`src/rtl/control_unit_fsm.sv`:
```
// control_unit_fsm: fetch/decode/execute sequencer for the 8-bit accumulator
// processor. Drives every datapath control strobe from the current state.
// Optional build macro CU_STEP_EN: FETCH waits for a step pulse before each
// instruction, so one instruction runs per pulse.
//
// state   | meaning
// --------+--------------------------------------------------------------
// FETCH   | present PC to memory (all strobes low)
// LATCH   | load IR from memory data, PC <- PC+1
// DECODE  | present IR40 to memory, dispatch on IR75
// LOAD    | A <- mem[IR40]
// STORE   | mem[IR40] <- A
// ADD     | A <- A + mem[IR40]
// SUB     | A <- A - mem[IR40]
// INPUT   | wait for enter, then A <- input port (single load)
// JZ      | PC <- IR40 when A == 0
// JPOS    | PC <- IR40 when A > 0
// HALT    | stopped until clear
module control_unit_fsm #(
    parameter logic [1:0] ASEL_ALU = 2'b00,
    parameter logic [1:0] ASEL_IN  = 2'b01,
    parameter logic [1:0] ASEL_MEM = 2'b10
) (
    input  logic       clk,
    input  logic       clear,
    input  logic [2:0] IR75,
    input  logic       Aeq0,
    input  logic       Apos,
    input  logic       enter,
    input  logic       step,
    output logic       IRload,
    output logic       JMPmux,
    output logic       PCload,
    output logic       Meminst,
    output logic       MemWr,
    output logic [1:0] Asel,
    output logic       Aload,
    output logic       Sub,
    output logic       halt,
    output logic [3:0] state
);

    typedef enum logic [3:0] {
        S_FETCH  = 4'd0,
        S_LATCH  = 4'd1,
        S_DECODE = 4'd2,
        S_LOAD   = 4'd3,
        S_STORE  = 4'd4,
        S_ADD    = 4'd5,
        S_SUB    = 4'd6,
        S_INPUT  = 4'd7,
        S_JZ     = 4'd8,
        S_JPOS   = 4'd9,
        S_HALT   = 4'd10
    } state_t;

    state_t cur;

`ifdef CU_STEP_EN
    logic fetch_go;
    assign fetch_go = step;
`else
    logic fetch_go;
    logic unused_step;
    assign fetch_go    = 1'b1;
    assign unused_step = step;
`endif

    // State register: sequence through fetch/decode/execute, clear forces FETCH.
    always_ff @(posedge clk or posedge clear) begin
        if (clear) begin
            cur <= S_FETCH;
        end else begin
            case (cur)
                S_FETCH:  cur <= fetch_go ? S_LATCH : S_FETCH;
                S_LATCH:  cur <= S_DECODE;
                S_DECODE: begin
                    case (IR75)
                        3'b000:  cur <= S_LOAD;
                        3'b001:  cur <= S_STORE;
                        3'b010:  cur <= S_ADD;
                        3'b011:  cur <= S_SUB;
                        3'b100:  cur <= S_INPUT;
                        3'b101:  cur <= S_JZ;
                        3'b110:  cur <= S_JPOS;
                        default: cur <= S_HALT;
                    endcase
                end
                // Leaving INPUT on the same edge that enter is seen keeps the
                // A load to a single cycle even if enter stays high.
                S_INPUT:  cur <= enter ? S_FETCH : S_INPUT;
                S_HALT:   cur <= S_HALT;
                default:  cur <= S_FETCH;
            endcase
        end
    end

    // Output decode of the state; jump PCload and INPUT Aload follow live inputs.
    always_comb begin
        IRload  = 1'b0;
        JMPmux  = 1'b0;
        PCload  = 1'b0;
        Meminst = 1'b0;
        MemWr   = 1'b0;
        Asel    = ASEL_ALU;
        Aload   = 1'b0;
        Sub     = 1'b0;
        halt    = 1'b0;
        case (cur)
            S_LATCH: begin
                IRload = 1'b1;
                PCload = 1'b1;
            end
            S_DECODE: Meminst = 1'b1;
            S_LOAD: begin
                Meminst = 1'b1;
                Asel    = ASEL_MEM;
                Aload   = 1'b1;
            end
            S_STORE: begin
                Meminst = 1'b1;
                MemWr   = 1'b1;
            end
            S_ADD: begin
                Meminst = 1'b1;
                Asel    = ASEL_ALU;
                Aload   = 1'b1;
            end
            S_SUB: begin
                Meminst = 1'b1;
                Asel    = ASEL_ALU;
                Sub     = 1'b1;
                Aload   = 1'b1;
            end
            S_INPUT: begin
                Asel  = ASEL_IN;
                Aload = enter;
            end
            S_JZ: begin
                JMPmux = 1'b1;
                PCload = Aeq0;
            end
            S_JPOS: begin
                JMPmux = 1'b1;
                PCload = Apos;
            end
            S_HALT:  halt = 1'b1;
            default: ;
        endcase
    end

    assign state = cur;

endmodule
```
`config.mk`:
```
export PLATFORM = sky130hd
export DESIGN_NAME = control_unit_fsm
export DESIGN_NICKNAME = d
export VERILOG_FILES = /design/src/rtl/control_unit_fsm.sv
export SDC_FILE = /design/constraint.sdc
export NUM_CORES = 1
export LEC_CHECK = 0
export CORE_AREA = 4 4 41 43
export DETAILED_ROUTE_END_ITERATION = 7
export DIE_AREA = 0 0 45 47
export SETUP_SLACK_MARGIN = 0.1
export SLEW_MARGIN = 0
export SYNTH_ARGS = -nofsm -noshare
export SYNTH_HDL_FRONTEND = slang
export SYNTH_SLANG_ARGS = --single-unit
export TNS_END_PERCENT = 20
```
`constraint.sdc`:
```
create_clock -name clk -period 2.7 [get_ports clk]
set_input_delay 0.405 -clock clk [delete_from_list [all_inputs] [get_ports clk]]
set_output_delay 0.405 -clock clk [all_outputs]
set_load 0.02 [all_outputs]
```
After elaboration in Yosys (flattened, before gate mapping)
Cells that the tools add are included.
{"block": "totals", "register_bits": 4, "in_bits": 9, "out_inout_bits": 14, "elab_cells": 34}
{"block": "classes", "n_eq_ne": 16, "muxes": 12, "n_reduce_logical": 5}
{"cell": "one-hot mux 4 bit (7 select lines)", "n": 1}
{"cell": "one-hot mux 4 bit (5 select lines)", "n": 1}
{"cell": "== test 4 x 3 -> 1 bit, second input constant", "n": 4}
{"cell": "== test 4 bit, second input constant", "n": 3}
{"cell": "== test 3 bit, second input constant", "n": 3}
{"cell": "== test 4 x 2 -> 1 bit, second input constant", "n": 2}
{"cell": "== test 3 x 2 -> 1 bit, second input constant", "n": 2}
{"cell": "two-way mux 1 bit", "n": 6}
{"cell": "OR reduction 5 bit", "n": 1}
{"cell": "== test 4 x 1 -> 1 bit, second input constant", "n": 1}
{"cell": "zero test 4 bit", "n": 1}
{"cell": "one-hot mux 2 bit (2 select lines)", "n": 1}
{"cell": "== test 3 x 1 -> 1 bit, second input constant", "n": 1}
{"cell": "zero test 3 bit", "n": 1}
{"cell": "two-way mux 3 bit", "n": 1}
{"cell": "one-hot mux 1 bit (3 select lines)", "n": 1}
{"cell": "OR reduction 3 bit", "n": 1}
{"cell": "one-hot mux 1 bit (2 select lines)", "n": 1}
{"cell": "OR reduction 2 bit", "n": 1}

Longest topological paths before layout
Gate-level depths: netlist of the first run.
{"block": "depth", "ltp_word": 3, "mapped_depth": 4, "mapped_depth_nobuf": 3}

Worst setup path before layout of the first run
Ideal clock, no wire load.
{"block": "synth_timing", "path_kind": "flip-flop to output port", "from": "register cur[3], in the netlist state[3]", "to": "output Sub", "arrival_time_ns": 1.362, "slack_ns": 0.933, "stages_incl_launch_ff": 4, "cell_sequence": "dfrtp_1 > buf_2 > nand2b_1 > nor3b_1"}
{"block": "synth_between", "elab_chain_cells": 2}
{"item": "start, declared", "line": "57", "rtl": "state_t cur;"}
{"item": "start signal, assigned", "line": "75", "rtl": "S_FETCH: cur <= fetch_go ? S_LATCH : S_FETCH;"}
{"item": "start signal, assigned", "line": "91", "rtl": "S_INPUT: cur <= enter ? S_FETCH : S_INPUT;"}
{"item": "== test 4 x 3 -> 1 bit", "line": "109", "rtl": "case (cur)"}
{"item": "two-way mux 1 bit", "line": "109"}
{"item": "end, declared", "line": "38", "rtl": "output logic Sub,"}
No other way between the ends.

Worst setup path after layout of the first run
{"block": "layout_timing", "from": "input enter", "to": "output Aload"}
{"block": "layout_between", "elab_chain_cells": 1}
{"item": "start, declared", "line": "29", "rtl": "input logic enter,"}
{"item": "one-hot mux 1 bit (2 select lines)", "line": "109"}
{"item": "end, declared", "line": "37", "rtl": "output logic Aload,"}
No other way between the ends.

==> run_results.csv, run 1 <==
group,metric,value,unit
floorplan,coreArea,1300,µm²
cts,cts.sinks,4,
final_layout,largest_register_ffs,4,
cts,cts_hold_buffers,0,
cts,numCtsBuffers,3,
routing,wl,875,µm
timing,max_freq,423,MHz
worst_setup_path,startpoint,"enter",
final_layout,seqCellArea,100,µm²
worst_setup_path,cpLargestDelayFamily,"buffers and inverters",
worst_setup_path,crit_type,"in2out",
worst_setup_path,rr_worst_depth,3,
timing,finalClockSkew,0.00521,ns
worst_setup_path,critPathMaxStageDelay,0.60,ns
synth,synth_compound_area_share,21.5,%
timing,period_share,87.6,%
routing,drc,0,
timing,period_minus_slack,2.37,ns
worst_setup_path,cp.buffers_inverters,2,
worst_setup_path,reg2reg_slack,1.57,ns
synth,synth_fa_ha_area_share,0,%
worst_setup_path,worstPathMaxFanout,2,
grt,grt_pass1_vias,326,
synth,synthesis.instances,44,
cts,clockRootBuffer,"clkbuf_4",
routing,drtAntennaViolNets,0,
floorplan,initial_utilization,25.1,%
worst_setup_path,critPathMostFrequentCell,"clkdlybuf4s50_1",
worst_setup_path,r2r-end,"state[2]",
final_layout,nets,76,
power,ir_worst_vdd,0.000462,V
floorplan,fp.dieH,47,µm
routing,dr.pass1.iters,2,
synth,ys_ff_latch,4,
timing,final_max_slew_viol_count,0,
worst_setup_path,start_kind,"input port",
synth,synth_top_family_by_area,"simple AND/OR/NAND/NOR gates",
routing,wl_per_cell,10.9,µm
synth,syn_area_per_cell,7.42,µm²
floorplan,rows,13,
timing,tns,0,ns
worst_setup_path,reg2reg_from,"state[1]",
synth,synth_fp_nets,53,
synth,synthSimpleGateAreaFrac,34.5,%
grt,grt_first_pass_wirelength,1.30,mm
cts,cts_tree,"yes",
final_layout,diodes,0,
cts,cts_resized,0,
routing,dr.first_iter.drc_count,3,
power,p_leak,0.233,nW
grt,grt-ovfl-total,0,
final_layout,final_layout_size_suffix_gt1_share,6.15,%
cts,clk_pin_slew_worst_paths,0.04,ns
cts,post-cts-setup-buffers,0,
placement,io_buffers,21,
synth,synth_xor_area_share,5.36,%
synth,synth.top_cell.area_share,30.7,%
worst_setup_path,path_cells,"clkdlybuf4s50_1 > and2b_1 > nand3_1 > o2111a_1 > clkdlybuf4s50_1",
synth,synth_mux_area_share,0,%
synth,yosysUniqueCellTypes,19,
power,p_per_area,1050,nW/µm²
grt,antenna_found_initial,0,
routing,dr_total_vias,380,
timing,hold_viol,0,
synth,yosysSeqAreaShare,30.7,%
worst_setup_path,crit_path_top_delay_cell,"clkdlybuf4s50_1",
cts,ctsHtreeMaxLevel,1,
floorplan,dieArea,2120,µm²
routing,vias_per_cell,4.75,
timing,maxSlewHeadroom,75.6,%
timing,holdWs,0.348,ns
synth,synth_top_area_cell,"dfrtp_1",
final_layout,nFillCells,148,
placement,dp_hpwl,667,µm
worst_setup_path,cp.required,2.30,ns
worst_setup_path,endpoint_kind,"output pin",
worst_setup_path,worstPathArrival,1.96,ns
run,maxCapViolations,0,
grt,grt_max_degree,14,
placement,gp_congestion,0.817,
timing,setup_viol,0,
synth,synth_area,327,µm²
min_path,worstHoldPathType,"in2async",
synth,yosysWarningCount,0,
final_layout,area_growth,72.4,%
floorplan,ioPinCount,23,
run_status,outcome,"finished, final reports clean",
cts,cts_buffer_depth,2,
timing,grt_setup_unrepaired,"false",
final_layout,multi_input_area,200,µm²
floorplan,die_w,45,µm
cts,clk_latency,0.23,ns
grt,grt_use_total,8.57,%
timing,worstMarginPinSlew,0.366,ns
synth,synthTopCellsByArea,"dfrtp_1 31%, nor3_1 7.7%, nor2_1 6.9%",
power by group:
part,internal [W],switching [W]
registers,0.0000817,0.0000593
clock network,0.0000497,0.0000244
logic,0.000185,0.000189
metal layers:
metal	track usage [%]	up-vias	share of wire (%)
met4	1.75	0	0
li1	-	199	-
met2	13.0	17	42
met1	10.4	164	46
met3	5.36	0	12
met5	0	-	0
worst max path at each step:
stage / endpoint / slack (ns) / cells past startpoint
after floorplan: Sub / 0.93 / 3
after global placement: Aload / 0.32 / 5
after detailed placement: Aload / 0.32 / 5
after CTS: Aload / 0.32 / 5
after global routing: Aload / 0.26 / 5
final: Aload / 0.33 / 5
synth_stat cells:
cell	number
nor2_1	6
nor3_1	5
dfrtp_1	4
nand2_1	4
a21oi_1	3
buf_2	3
inv_1	3
and3_1	2
nand2b_1	2
nand3_1	2
xnor2_1	2
a21boi_1	1
a41o_1	1
and2b_1	1
nor3b_1	1
o2111a_1	1
o21ai_0	1
o21ai_1	1
o32ai_2	1
through the flow:
step,util (%),setup slack [ns],instance area [µm²],cells,total power (W)
3_3_place_gp,41.5,0.321,541,77,0.000520
6_report,43.3,0.334,563,80,0.000589
3_5_place_dp,41.5,0.321,541,77,0.000519
4_1_cts,43.3,0.320,563,80,0.000597
2_1_floorplan,-,0.933,327,44,0.000356
5_1_grt,43.3,0.261,563,80,0.000628
layout by cell type (no fill, tap or decap):
cell and n:
a21boi_1 1, a21oi_1 3, a41o_1 1, and2b_1 1, and3_1 2, clkbuf_4 3
clkdlybuf4s50_1 21, dfrtp_1 4, inv_1 3, nand2_1 4, nand2b_1 2, nand3_1 2
nor2_1 6, nor3_1 5, nor3b_1 1, o2111a_1 1, o21ai_0 1, o21ai_1 1
o32ai_2 1, xnor2_1 2
layout make-up:
type                            instances  area share [%]
Sequential cell                         4            17.8
Tap cell                               15            3.33
Clock buffer                            3            4.00
Inverter                                3            2.00
Multi-Input combinational cell         34            35.6
Timing Repair Buffer                   21            37.3
cell families (layout without fill, tap and decap cells):
family	count (synthesis)	count (layout)
buffers and inverters	6	27
xor gates and xnor gates	2	2
and+or+nand+nor	23	23
AOI/OAI and AO/OA	9	9
DFF	4	4
No activity file was read; power rests on OpenSTA's default activity.
==> inputs of run 2 (changes only) <==
CAP_MARGIN = 30   (was unset)
DONT_BUFFER_PORTS = 1   (was unset)
==> run 2 against run 1 <==
  * Register-to-register slack got worse by 0.16 ns
  * Combinational power decreased by 43%
  * Core utilization decreased by 15 points
  * Clock power decreased by 3.2%
  * First-iteration DRC count increased by 33%
  * Via count decreased by 19%
  * Critical path type is now reg2out
  * Critical endpoint is now Sub
  * Count of clock-buffer cells in the layout unchanged
  * Flip-flop and latch count unchanged
==> run_results.csv, run 2 (synthesis gave the netlist of run 1 again) <==
group,metric,value,unit
timing,finalClockSkew,0.00482,ns
timing,max_freq,482,MHz
power,seqPwrFrac,37.5,%
worst_setup_path,path_cells,"nand2b_1 > nor3b_1",
worst_setup_path,critPathMaxStageDelay,0.63,ns
cts,numCtsBuffers,3,
power,p_int,0.000198,W
timing,holdWs,0.341,ns
grt,antenna_found_initial,0,
final_layout,layout_commonest_cell,"nor2_1",
timing,maxSlewHeadroom,53.3,%
floorplan,coreArea,1300,µm²
worst_setup_path,worstPathMaxFanout,9,
timing,hold_viol,0,
cts,ctsHtreeMaxLevel,1,
power,p_sw_share,56.6,%
power,switching_power,0.000258,W
cts,clk_pin_slew_worst_paths,0.03,ns
routing,dr.pass1.iters,5,
cts,cts_tree,"yes",
worst_setup_path,cp.required,2.30,ns
run_status,outcome,"finished, final reports clean",
worst_setup_path,start_kind,"flop",
routing,dr.first_iter.drc_count,4,
worst_setup_path,crit_path_top_delay_cell,"nor3b_1",
power,ir_worst_vdd,0.000522,V
timing,tns,0,ns
power,combPwrFrac,46.7,%
min_path,worstHoldPathType,"in2reg",
timing,setup_slack,0.626,ns
placement,dpl_worst_slack,0.865,ns
worst_setup_path,worstPathArrival,1.67,ns
timing,final_max_slew_viol_count,0,
routing,wl,863,µm
final_layout,nets,56,
cts,clockRootBuffer,"clkbuf_4",
final_layout,largest_register_ffs,4,
final_layout,layout_common_cells,"6 x nor2_1, 5 x nor3_1, 4 x nand2_1, 4 x dfrtp_1",
timing,worstMarginPinSlew,0.700,ns
timing,period_share,76.8,%
cts,cts_resized,0,
floorplan,rows,13,
floorplan,ioPinCount,23,
routing,dr_total_vias,308,
final_layout,final_layout_size_suffix_gt1_share,8.89,%
cts,clk_latency,0.23,ns
grt,grt_max_degree,14,
cts,cts.sinks,4,
min_path,holdPathStages,2,
grt,grt_first_pass_wirelength,1.34,mm
placement,io_buffers,0,
routing,drtAntennaViolNets,0,
worst_setup_path,endpoint_kind,"output pin",
power,p_leak,0.160,nW
grt,grt-ovfl-total,0,
placement,gp_congestion,0.723,
floorplan,initial_utilization,25.1,%
grt,grt_use_total,8.70,%
run,maxCapViolations,0,
cts,cts_buffer_depth,2,
power,clkPwrFrac,15.7,%
floorplan,dieArea,2120,µm²
worst_setup_path,rr_worst_depth,3,
routing,vias_per_cell,5.13,
timing,grt_setup_unrepaired,"false",
floorplan,die_w,45,µm
routing,drc,0,
timing,period_minus_slack,2.07,ns
final_layout,area_growth,11.1,%
power,p_per_area,1260,nW/µm²
worst_setup_path,crit_type,"reg2out",
floorplan,fp.dieH,47,µm
final_layout,diodes,0,
routing,wl_per_cell,14.4,µm
grt,grt_pass1_vias,312,
timing,setup_viol,0,
placement,dp_hpwl,692,µm
run 2: routing by layer:
layer | global-route usage [%] | share of wire [%]
met5 | 0 | 0
met3 | 6.13 | 13
met1 | 11.6 | 45
met4 | 0 | 0
met2 | 12.1 | 42
run 2: final timing paths:
path / from / endpoint / slack [ns]
setup / recovery: state[3] / Sub / 0.63
hold / removal: IR75[2] / state[3] / 0.34
setup reg to reg: state[1] / state[2] / 1.41
hold reg to reg: state[3] / state[0] / 0.74
max in group asynchronous: clear / state[3] / 2.06
min in group asynchronous: clear / state[1] / 0.49
run 2: critical path: cells and delay by family (launching register included):
| family | cells | cell delay, ns |
|---|---|---|
| AND/OR/NAND/NOR | 2 | 0.91 |
| flip-flops | 1 | 0.54 |
run 2: what timing repair did:
action,4_1_cts,5_1_grt
setup buffers,0,0
endpoints found under the hold margin,4,0
endpoints found under the setup margin,0,0
hold buffers,1,0
run 2: stage by stage:
stage	total power, W	util (%)	area, µm²	cells
after floorplan	0.000356	-	327	44
after global placement	0.000383	25.4	330	56
after detailed placement	0.000387	25.4	330	56
after CTS	0.000462	27.9	363	60
after global routing	0.000493	27.9	363	60
final	0.000456	27.9	363	60
run 2: final cells by class:
cell class | count | area, µm²
fillers | 153 | 938
inverters | 3 | 11.3
clock buffers | 3 | 22.5
flip-flops and latches | 4 | 100
repair buffers | 1 | 10.0
multi-input cells | 34 | 200
well taps | 15 | 18.8
run 2: power by group through the flow:
stage	logic [W]	registers, W	clock network, W
2_1_floorplan	0.000229	0.000126	0
4_1_cts	0.000216	0.000171	0.0000749
3_5_place_dp	0.000215	0.000172	0
5_1_grt	0.000235	0.000177	0.0000812
3_3_place_gp	0.000212	0.000171	0
6_report	0.000213	0.000171	0.0000717
==> inputs of run 3 (changes only) <==
clock period = 1.85 ns   (was 2.7 ns; I/O delays follow)
==> run 3 against run 2 <==
  * Clock power grew 45%
  * Critical endpoint is now Meminst
  * Non-clock buffer count increased by 9
  * Wire length grew 1.3%
  * Sequential power rose by 19%
  * Sequential share of layout area decreased by 4.5 points
  * First-iteration DRC count did not move
  * Combinational power is 110% higher
  * Via count is 9.7% higher
  * Worst hold slack worse by 0.12 ns
  * Final cell count increased by 15%
  * Largest cell class unchanged
  * Register-to-register slack worse by 0.75 ns
==> run_results.csv, run 3 (synthesis gave the netlist of run 1 again) <==
group,metric,value,unit
final_layout,diodes,0,
power,seqPwrFrac,26.6,%
power,clkPwrFrac,13.7,%
worst_setup_path,worstPathMaxFanout,12,
placement,place_inst,65,
power,switching_power,0.000391,W
power,p_int,0.000372,W
min_path,min_from,"IR75[2]",
timing,worstMarginPinSlew,0.420,ns
timing,setup_viol,0,
timing,period_share,92.9,%
power,p_sw_share,51.2,%
worst_setup_path,r2r-end,"state[1]",
grt,grt_pass1_vias,337,
worst_setup_path,crit_type,"reg2out",
floorplan,fp.dieH,47,µm
routing,wl_per_cell,12.7,µm
worst_setup_path,endpoint_kind,"output pin",
grt,grt_first_pass_wirelength,1.46,mm
routing,drtAntennaViolNets,0,
routing,drc,0,
worst_setup_path,path_cells,"buf_4 > and3_1 > nor3_1 > buf_4",
worst_setup_path,critPathMostFrequentCell,"buf_4",
grt,grt_use_total,9.34,%
grt,grt-ovfl-total,0,
cts,ctsHtreeMaxLevel,1,
grt,grt_max_degree,13,
worst_setup_path,startpoint,"state[1]",
cts,cts_buffer_depth,2,
routing,vias_per_cell,4.90,
timing,period_minus_slack,1.72,ns
timing,final_max_slew_viol_count,0,
floorplan,die_w,45,µm
final_layout,nets,65,
floorplan,rows,13,
placement,io_buffers,0,
final_layout,area_growth,32.6,%
worst_setup_path,rr_worst_depth,3,
run_status,outcome,"finished, final reports clean",
final_layout,final_layout_size_suffix_gt1_share,25.9,%
cts,clk_pin_slew_worst_paths,0.04,ns
routing,dr_total_vias,338,
run,maxCapViolations,0,
routing,dr.first_iter.drc_count,4,
cts,clk_latency,0.23,ns
worst_setup_path,reg2reg_from,"state[2]",
cts,cts_tree,"yes",
power,p_per_area,1760,nW/µm²
worst_setup_path,critPathMaxStageDelay,0.49,ns
cts,numCtsBuffers,3,
cts,cts.sinks,4,
timing,tns,0,ns
worst_setup_path,crit_path_top_delay_cell,"dfrtp_1",
routing,wl,874,µm
timing,hold_viol,0,
timing,finalClockSkew,0.00680,ns
cts,clockRootBuffer,"clkbuf_4",
timing,maxSlewHeadroom,72.0,%
routing,dr.pass1.iters,2,
final_layout,largest_register_ffs,4,
worst_setup_path,worstPathArrival,1.44,ns
floorplan,initial_utilization,25.1,%
worst_setup_path,cp.required,1.57,ns
power,combPwrFrac,59.7,%
timing,max_freq,582,MHz
placement,gp_congestion,0.753,
timing,grt_setup_unrepaired,"true",
grt,antenna_found_initial,0,
final_layout,layout_commonest_cell,"buf_4",
power,p_leak,0.207,nW
min_path,hold_path_end,"state[3]",
final_layout,final_core_util,33.3,%
floorplan,dieArea,2120,µm²
final_layout,fin_cells,69,
final_layout,layout_common_cells,"9 x buf_4, 5 x nor2_1, 5 x nor3_1, 4 x nand2_1, 4 x dfrtp_1",
power,ir_worst_vdd,0.000957,V
worst_setup_path,reg2reg_slack,0.66,ns
cts,post-cts-setup-buffers,0,
min_path,worstHoldPathType,"in2reg",
floorplan,coreArea,1300,µm²
floorplan,ioPinCount,23,
min_path,holdPathStages,2,
placement,dp_hpwl,703,µm
worst_setup_path,start_kind,"flop",
-- run 3: power groups by stage --
stage | logic [W] | registers (W) | clock network, W
floorplan | 0.000335 | 0.000184 | 0
global placement | 0.000452 | 0.000202 | 0
detailed placement | 0.000455 | 0.000205 | 0
CTS | 0.000458 | 0.000204 | 0.000108
global route | 0.000500 | 0.000212 | 0.000119
finish | 0.000456 | 0.000204 | 0.000104
-- run 3: area by class of cell --
cell class | instances | area (µm²)
Sequential cell | 4 | 100
Multi-Input combinational cell | 34 | 203
Fill cell | 149 | 868
Clock buffer | 3 | 22.5
Timing Repair Buffer | 10 | 77.6
Inverter | 3 | 11.3
Tap cell | 15 | 18.8
-- run 3: worst max path at each step --
stage | to | depth (start not counted)
floorplan | Sub | 3
CTS | halt | 3
global route | PCload | 3
global placement | halt | 3
detailed placement | halt | 3
finish | Meminst | 4
-- run 3: timing repair --
action,4_1_cts,5_1_grt
endpoints found under the hold margin,4,0
hold buffers,1,0
resized for setup,0,1
setup endpoints to repair,0,5
-- run 3: through the flow --
step | instance area (µm²) | total power, W | setup WS, ns | hold WS [ns]
2_1_floorplan | 327 | 0.000519 | 0.211 | 0.0436
3_3_place_gp | 398 | 0.000653 | 0.364 | 0.0555
3_5_place_dp | 398 | 0.000661 | 0.356 | 0.0565
4_1_cts | 430 | 0.000770 | 0.117 | 0.217
5_1_grt | 433 | 0.000831 | 0.0574 | 0.252
6_report | 433 | 0.000764 | 0.131 | 0.224
-- run 3: per-layer routing --
layer	part of all wire (%)	GRT usage (%)
met1	47	12.1
met2	41	12.7
met3	12	6.51
met4	0	1.75
met5	0	0
-- run 3: worst max-delay path, delay by kind of cell (launching register included) --
kind | cells | cell delay [ns]
buffers and inverters | 2 | 0.39
flip-flops | 1 | 0.49
AND/OR/NAND/NOR | 2 | 0.33
